$ cat config.mk
export PLATFORM = sky130hd
export DESIGN_NAME = sid_dac_serializer
export DESIGN_NICKNAME = d
export VERILOG_FILES = /design/src/rtl/sid_pkg.sv /design/src/rtl/sid_clk_div.sv /design/src/rtl/sid_dac_serializer.sv
export SDC_FILE = /design/constraint.sdc
export NUM_CORES = 1
export LEC_CHECK = 0
export CAP_MARGIN = 20
export CORE_AREA = 2 2 62 87
export CTS_CLUSTER_SIZE = 12
export DETAILED_ROUTE_END_ITERATION = 10
export DIE_AREA = 0 0 64 89
export DONT_BUFFER_PORTS = 1
export PLACE_DENSITY = 0.5
export SLEW_MARGIN = 25
export SYNTH_ARGS = -nofsm -noshare
export SYNTH_HDL_FRONTEND = slang
export SYNTH_SLANG_ARGS = --single-unit
$ cat constraint.sdc
create_clock -name wb_clk_i -period 1.5 [get_ports wb_clk_i]
set_input_delay 0.375 -clock wb_clk_i [delete_from_list [all_inputs] [get_ports wb_clk_i]]
set_output_delay 0.375 -clock wb_clk_i [all_outputs]
set_load 0.02 [all_outputs]
$ cat src/rtl/sid_pkg.sv
// Shared types and constants for the SID DAC output stage.
//   sample_t           : one 12-bit DAC word
//   state_t            : serializer FSM states
//   to_offset_binary() : two's complement -> offset binary by flipping the MSB
package sid_pkg;

  localparam int DAC_BITS  = 12;
  localparam int BIT_IDX_W = $clog2(DAC_BITS);

  typedef logic [DAC_BITS-1:0]  sample_t;
  typedef logic [BIT_IDX_W-1:0] bit_idx_t;

  typedef enum logic [1:0] {
    IDLE  = 2'd0,
    SHIFT = 2'd1,
    LATCH = 2'd2
  } state_t;

  // Adding half scale modulo 2^12 is the same as flipping bit 11, which is
  // all the DAC7611 needs to see a signed sample as unipolar.
  function automatic sample_t to_offset_binary(input sample_t s, input bit is_signed);
    sample_t r;
    r = s;
    if (is_signed) r[DAC_BITS-1] = ~s[DAC_BITS-1];
    return r;
  endfunction

endpackage

$ cat src/rtl/sid_clk_div.sv
// Half-period timer for the DAC serial clock.
// Down-counter that pulses tick for one cycle each time it reaches zero,
// i.e. once every CLK_DIV cycles after a clear.
// Ports:
//   wb_clk_i  in  system clock
//   wb_rst_i  in  synchronous active-high reset (counter forced to 0)
//   clr       in  restart the half-period (asserted on sample accept)
//   tick      out one-cycle strobe marking the end of a half-period
module sid_clk_div #(
  parameter int CLK_DIV = 2
) (
  input  logic wb_clk_i,
  input  logic wb_rst_i,
  input  logic clr,
  output logic tick
);

  localparam int CW = (CLK_DIV > 1) ? $clog2(CLK_DIV) : 1;
  localparam logic [CW-1:0] RELOAD = CW'(CLK_DIV - 1);

  logic [CW-1:0] cnt;

  always_ff @(posedge wb_clk_i) begin
    if (wb_rst_i) begin
      cnt <= '0;
    end else if (clr) begin
      cnt <= RELOAD;
    end else if (cnt == '0) begin
      cnt <= RELOAD;
    end else begin
      cnt <= cnt - 1'b1;
    end
  end

  // Terminal count; with CLK_DIV = 1 the counter sits at zero and ticks
  // every cycle.
  assign tick = (cnt == '0);

endmodule

$ cat src/rtl/sid_dac_serializer.sv
// Stereo output stage driving two DAC7611 12-bit serial DACs.
// One sample pair is taken per valid/ready handshake and both words are
// shifted MSB first on dac_dat_1/dac_dat_2 against a shared dac_clk, then
// committed with a shared active-low dac_le pulse.
//
// state | meaning
// ------+--------------------------------------------------------------
// IDLE  | pins idle (clk=1, le=1), sample_ready=1, waiting for valid
// SHIFT | 12 bits, each 2*CLK_DIV cycles: clk low half then high half
// LATCH | dac_le held low for LE_WIDTH cycles, then back to IDLE
//
// Ports:
//   wb_clk_i      in   system clock, rising edge
//   wb_rst_i      in   synchronous active-high reset
//   sample_l      in   12-bit channel-1 sample -> dac_dat_1
//   sample_r      in   12-bit channel-2 sample -> dac_dat_2
//   sample_valid  in   sample pair present
//   sample_ready  out  pair can be accepted (IDLE only)
//   busy          out  frame in progress (SHIFT or LATCH)
//   dac_clk       out  DAC serial clock, idles high, DAC samples on rise
//   dac_dat_1     out  serial data, DAC 1
//   dac_dat_2     out  serial data, DAC 2
//   dac_le        out  active-low load strobe, both DACs
module sid_dac_serializer
  import sid_pkg::*;
#(
  parameter int CLK_DIV   = 2,
  parameter int LE_WIDTH  = 2,
  parameter int SIGNED_IN = 1
) (
  input  logic    wb_clk_i,
  input  logic    wb_rst_i,
  input  sample_t sample_l,
  input  sample_t sample_r,
  input  logic    sample_valid,
  output logic    sample_ready,
  output logic    busy,
  output logic    dac_clk,
  output logic    dac_dat_1,
  output logic    dac_dat_2,
  output logic    dac_le
);

  localparam int LEW = (LE_WIDTH > 1) ? $clog2(LE_WIDTH) : 1;
  localparam logic [LEW-1:0] LE_RELOAD = LEW'(LE_WIDTH - 1);
  localparam bit_idx_t MSB_IDX = BIT_IDX_W'(DAC_BITS - 1);

  state_t         state;
  sample_t        shreg_1;
  sample_t        shreg_2;
  bit_idx_t       bit_cnt;
  logic [LEW-1:0] le_cnt;

  logic    accept;
  logic    div_tick;
  sample_t conv_l;
  sample_t conv_r;

  // sample_ready is a registered copy of (state == IDLE), so this is only
  // true in IDLE; reset has priority in the state register below, which is
  // what makes a handshake during reset a no-op.
  assign accept = sample_valid && sample_ready;

  assign conv_l = to_offset_binary(sample_l, SIGNED_IN != 0);
  assign conv_r = to_offset_binary(sample_r, SIGNED_IN != 0);

  // Restarting the divider on accept aligns the first low half-period with
  // the cycle right after the handshake.
  sid_clk_div #(
    .CLK_DIV (CLK_DIV)
  ) u_clk_div (
    .wb_clk_i (wb_clk_i),
    .wb_rst_i (wb_rst_i),
    .clr      (accept),
    .tick     (div_tick)
  );

  always_ff @(posedge wb_clk_i) begin
    if (wb_rst_i) begin
      state        <= IDLE;
      sample_ready <= 1'b1;
      busy         <= 1'b0;
      dac_clk      <= 1'b1;
      dac_le       <= 1'b1;
      dac_dat_1    <= 1'b0;
      dac_dat_2    <= 1'b0;
      shreg_1      <= '0;
      shreg_2      <= '0;
      bit_cnt      <= MSB_IDX;
      le_cnt       <= '0;
    end else begin
      case (state)
        IDLE: begin
          if (accept) begin
            shreg_1      <= conv_l;
            shreg_2      <= conv_r;
            // MSB goes on the pins together with the first clock fall.
            dac_dat_1    <= conv_l[DAC_BITS-1];
            dac_dat_2    <= conv_r[DAC_BITS-1];
            dac_clk      <= 1'b0;
            bit_cnt      <= MSB_IDX;
            busy         <= 1'b1;
            sample_ready <= 1'b0;
            state        <= SHIFT;
          end
        end

        SHIFT: begin
          if (div_tick) begin
            if (!dac_clk) begin
              // Mid-bit: rising edge, data untouched on both sides of it.
              dac_clk <= 1'b1;
            end else if (bit_cnt == '0) begin
              // Last bit done: clock parks high, data holds bit 0.
              dac_le <= 1'b0;
              le_cnt <= LE_RELOAD;
              state  <= LATCH;
            end else begin
              // Bit boundary: data changes together with the clock fall.
              shreg_1   <= shreg_1 << 1;
              shreg_2   <= shreg_2 << 1;
              dac_dat_1 <= shreg_1[DAC_BITS-2];
              dac_dat_2 <= shreg_2[DAC_BITS-2];
              dac_clk   <= 1'b0;
              bit_cnt   <= bit_cnt - 1'b1;
            end
          end
        end

        LATCH: begin
          if (le_cnt == '0) begin
            dac_le       <= 1'b1;
            busy         <= 1'b0;
            sample_ready <= 1'b1;
            state        <= IDLE;
          end else begin
            le_cnt <= le_cnt - 1'b1;
          end
        end

        default: begin
          dac_clk      <= 1'b1;
          dac_le       <= 1'b1;
          busy         <= 1'b0;
          sample_ready <= 1'b1;
          state        <= IDLE;
        end
      endcase
    end
  end

endmodule
==> summary.txt <==
LEAKAGE: 0.830 nW
Sw Ratio: 28.2%
Die area: 5700 µm²
P_sw: 0.663 mW
Initial DRC count: 38
N_diodes: 0
WL final: 3.63 mm
Routability cong.: 0.755
CTS sink cnt: 36
Routed Antenna Nets: 0
Area share of the largest cell type after synthesis: 43.1%
Synth Warn #: 0
Area of the multi-input gates: 1010 µm²
WP data required: 1.67 ns
Setup-failing EPs final: 29
Simple-Gate Fraction of Synth Area: 16.8%
Xor-xnor portion of the synthesized cell area: 0%
Crit share post-route: 107%
RSZ-0062 raised after global routing: true
Register share of total power: 48.7%
Mux share of post-synthesis cell area: 12.6%
GRT Total Usage: 13.3%
Clock Path Buffers: 2
Share of post-route cells with drive strength above 1: 36.0%
Total Power: 2.35 mW
Pwr dens: 1150 nW/µm²
Combinational share of power: 21.7%
H-tree levels: 2
# rows: 30
Fin Hold WS: 0.159 ns
Final Non-Filler Cells: 250
Slew HR: 79.6%
Crit end category: register
Reg clk slew, reported paths: 0.07 ns
WP data arrival: 1.77 ns
Post-DP HPWL: 2.41 mm
Layout Area Growth over Synthesis: 22.2%
Adder-cell share of the synthesized area: 1.50%
Vias per inst: 5.16
Synth Area in Compound Gates: 19.6%
Nets@finish: 214
Post-Syn Instances: 178
Post-route clock skew: 0.00309 ns
Synth cell count leaders: dfxtp_1, nor2_1, mux2i_1
Largest net degree at the start of global routing: 39
Hold path depth: 1
Clock Latency Late Sink: 0.28 ns
Setup Crit Path Kind: reg2reg
Syn_area_per_cell: 9.38 µm²
Critical Path Start Type: register
Post-synth EDFFs: 0
Grt total ovfl: 0
Fmax: 625 MHz
Critical path peak fanout: 29
Final worst slack: -0.100 ns
Port buffer count: 0
Placed instance count: 242
Clk Tree Root Cell: clkbuf_8
Hold/Removal Path Class: in2reg
Sum of negative setup slack: -1.50 ns
Top_reg_cell synth: dfxtp_1
Async set-reset flop share out of synthesis: 0%
R2R depth: 7
Final instance area: 2040 µm²
Placement Cell Area: 1790 µm²
Sequential cell area fraction in the yosys report: 43.1%
Peak VDD IR: 0.410 mV
Avg WL per Cell: 14.5 µm
Initial antenna violation count: 0
Min Tclk post-route: 1.60 ns
Drt drc: 0
Die Span Y: 89 µm
Worst-margin pin slew: 0.302 ns
Synth Register Bits: 36
I/O pin total: 33
Count leader, synth: dfxtp_1
Clock share of power: 29.6%
Vias in the first global route: 1357
Starting Density: 34.5%
Cell taking the most area after synthesis: dfxtp_1
Failing checks: negative setup slack
Count of hold-fix buffers inserted at cts: 0
Register area: 722 µm²
Final hold viol count: 0
Maxcap violations: 0
Synth area leaders: dfxtp_1, mux2i_1, a211oi_1, nor2_1, a21oi_1
Internal: 1.69 mW
Combinational family with the most area after synthesis: compound AO/OA/AOI/OAI gates
CTS buffer count: 5
Drt pass-1 iters: 4
TritonCTS clock tree: done
Post-synthesis cell area: 1670 µm²
Core Region: 4840 µm²
Die width: 64 µm
Fillers: 492
Net Count, Synth: 207
Unique cell type count in the Yosys netlist: 32
Total number of vias: 1291
Slew Viols, Final: 0
Status: finished with violations
First-pass GRT wire length: 5.95 mm
[power by group through the flow]
stage / combinational [mW] / clock [mW] / sequential [mW]
2_1_floorplan: 0.331 / 0 / 1.14
3_3_place_gp: 0.400 / 0 / 1.14
3_5_place_dp: 0.423 / 0 / 1.15
4_1_cts: 0.456 / 0.727 / 1.14
5_1_grt: 0.564 / 0.764 / 1.16
6_report: 0.510 / 0.698 / 1.15
[cell usage in the layout (no fill, tap or decap), drive strengths merged]
cell type  instances
o21ai              6
nand3              2
nor3               3
nor2b              3
a21oi             13
or3b               1
and3               1
nor3b              1
ha                 2
clkbuf             8
inv                5
nor4               1
buf               13
o211ai             2
nand2              7
nand2b             8
mux2i             21
nor4bb             1
dfxtp             36
o2bb2ai            2
nand3b             1
o21bai             1
a31oi              1
and4bb             1
a211oi            21
nor2              25
[worst max-delay path, stage by stage, from the launching register on]
cell and delay (ns):
dfxtp_2 0.32, inv_2 0.05, ha_1 0.13, or3b_4 0.41
o2bb2ai_4 0.18, buf_12 0.18, nor2_1 0.14, a211oi_2 0.07
[kinds of logic after synthesis]
| family | count (synthesis) |
|---|---|
| adders and majority gates | 2 |
| AOI/OAI and AO/OA | 46 |
| muxes | 21 |
| and+or+nand+nor | 55 |
| DFF | 36 |
| buffers and inverters | 18 |
[timing repair]
action                                  4_1_cts  5_1_grt
setup buffers                                 0        0
pin swaps                                     0        0
gates resized for setup                      17       25
endpoints found under the setup margin       30       32
[state kept, by name (all words and copies together) (netlist names)]
name / flops
shreg_1: 11
shreg_2: 11
dac_le: 1
sample_ready: 1
state: 2
dac_dat_2: 1
dac_dat_1: 1
bit_cnt: 4
u_clk_div.cnt: 1
dac_clk: 1
busy: 1
le_cnt: 1
[metrics by stage]
step / utilization, % / setup slack [ns]
6_report: 42.1 / -0.100
5_1_grt: 42.1 / -0.181
4_1_cts: 40.2 / -0.0869
3_5_place_dp: 36.9 / -0.110
3_3_place_gp: 36.9 / -0.0457
2_1_floorplan: - / -0.00376
[layout make-up]
type                            instances  share of cell area [%]
Inverter                                5                   0.920
Multi-Input combinational cell        124                    49.4
Sequential cell                        36                    35.4
Tap cell                               64                    3.92
Timing Repair Buffer                   13                    6.01
Clock buffer                            8                    4.41
[final timing paths]
path                                     from             to  slack [ns]
worst max-delay path               bit_cnt[0]     shreg_2[3]       -0.10
worst min-delay path                 wb_rst_i      dac_dat_1        0.16
worst max register to register     bit_cnt[0]     shreg_2[3]       -0.10
worst min register to register  u_clk_div.cnt  u_clk_div.cnt        0.48
[metal layers]
layer  vias to the layer above  wire, µm  global-route usage (%)
li1                        648         -                       -
met1                       611      1490                    13.7
met2                        26      1900                    24.3
met5                         -         0                       0
met3                         6       182                    4.53
met4                         0        59                    5.93
Note: power is estimated with default switching activity, not from simulation.
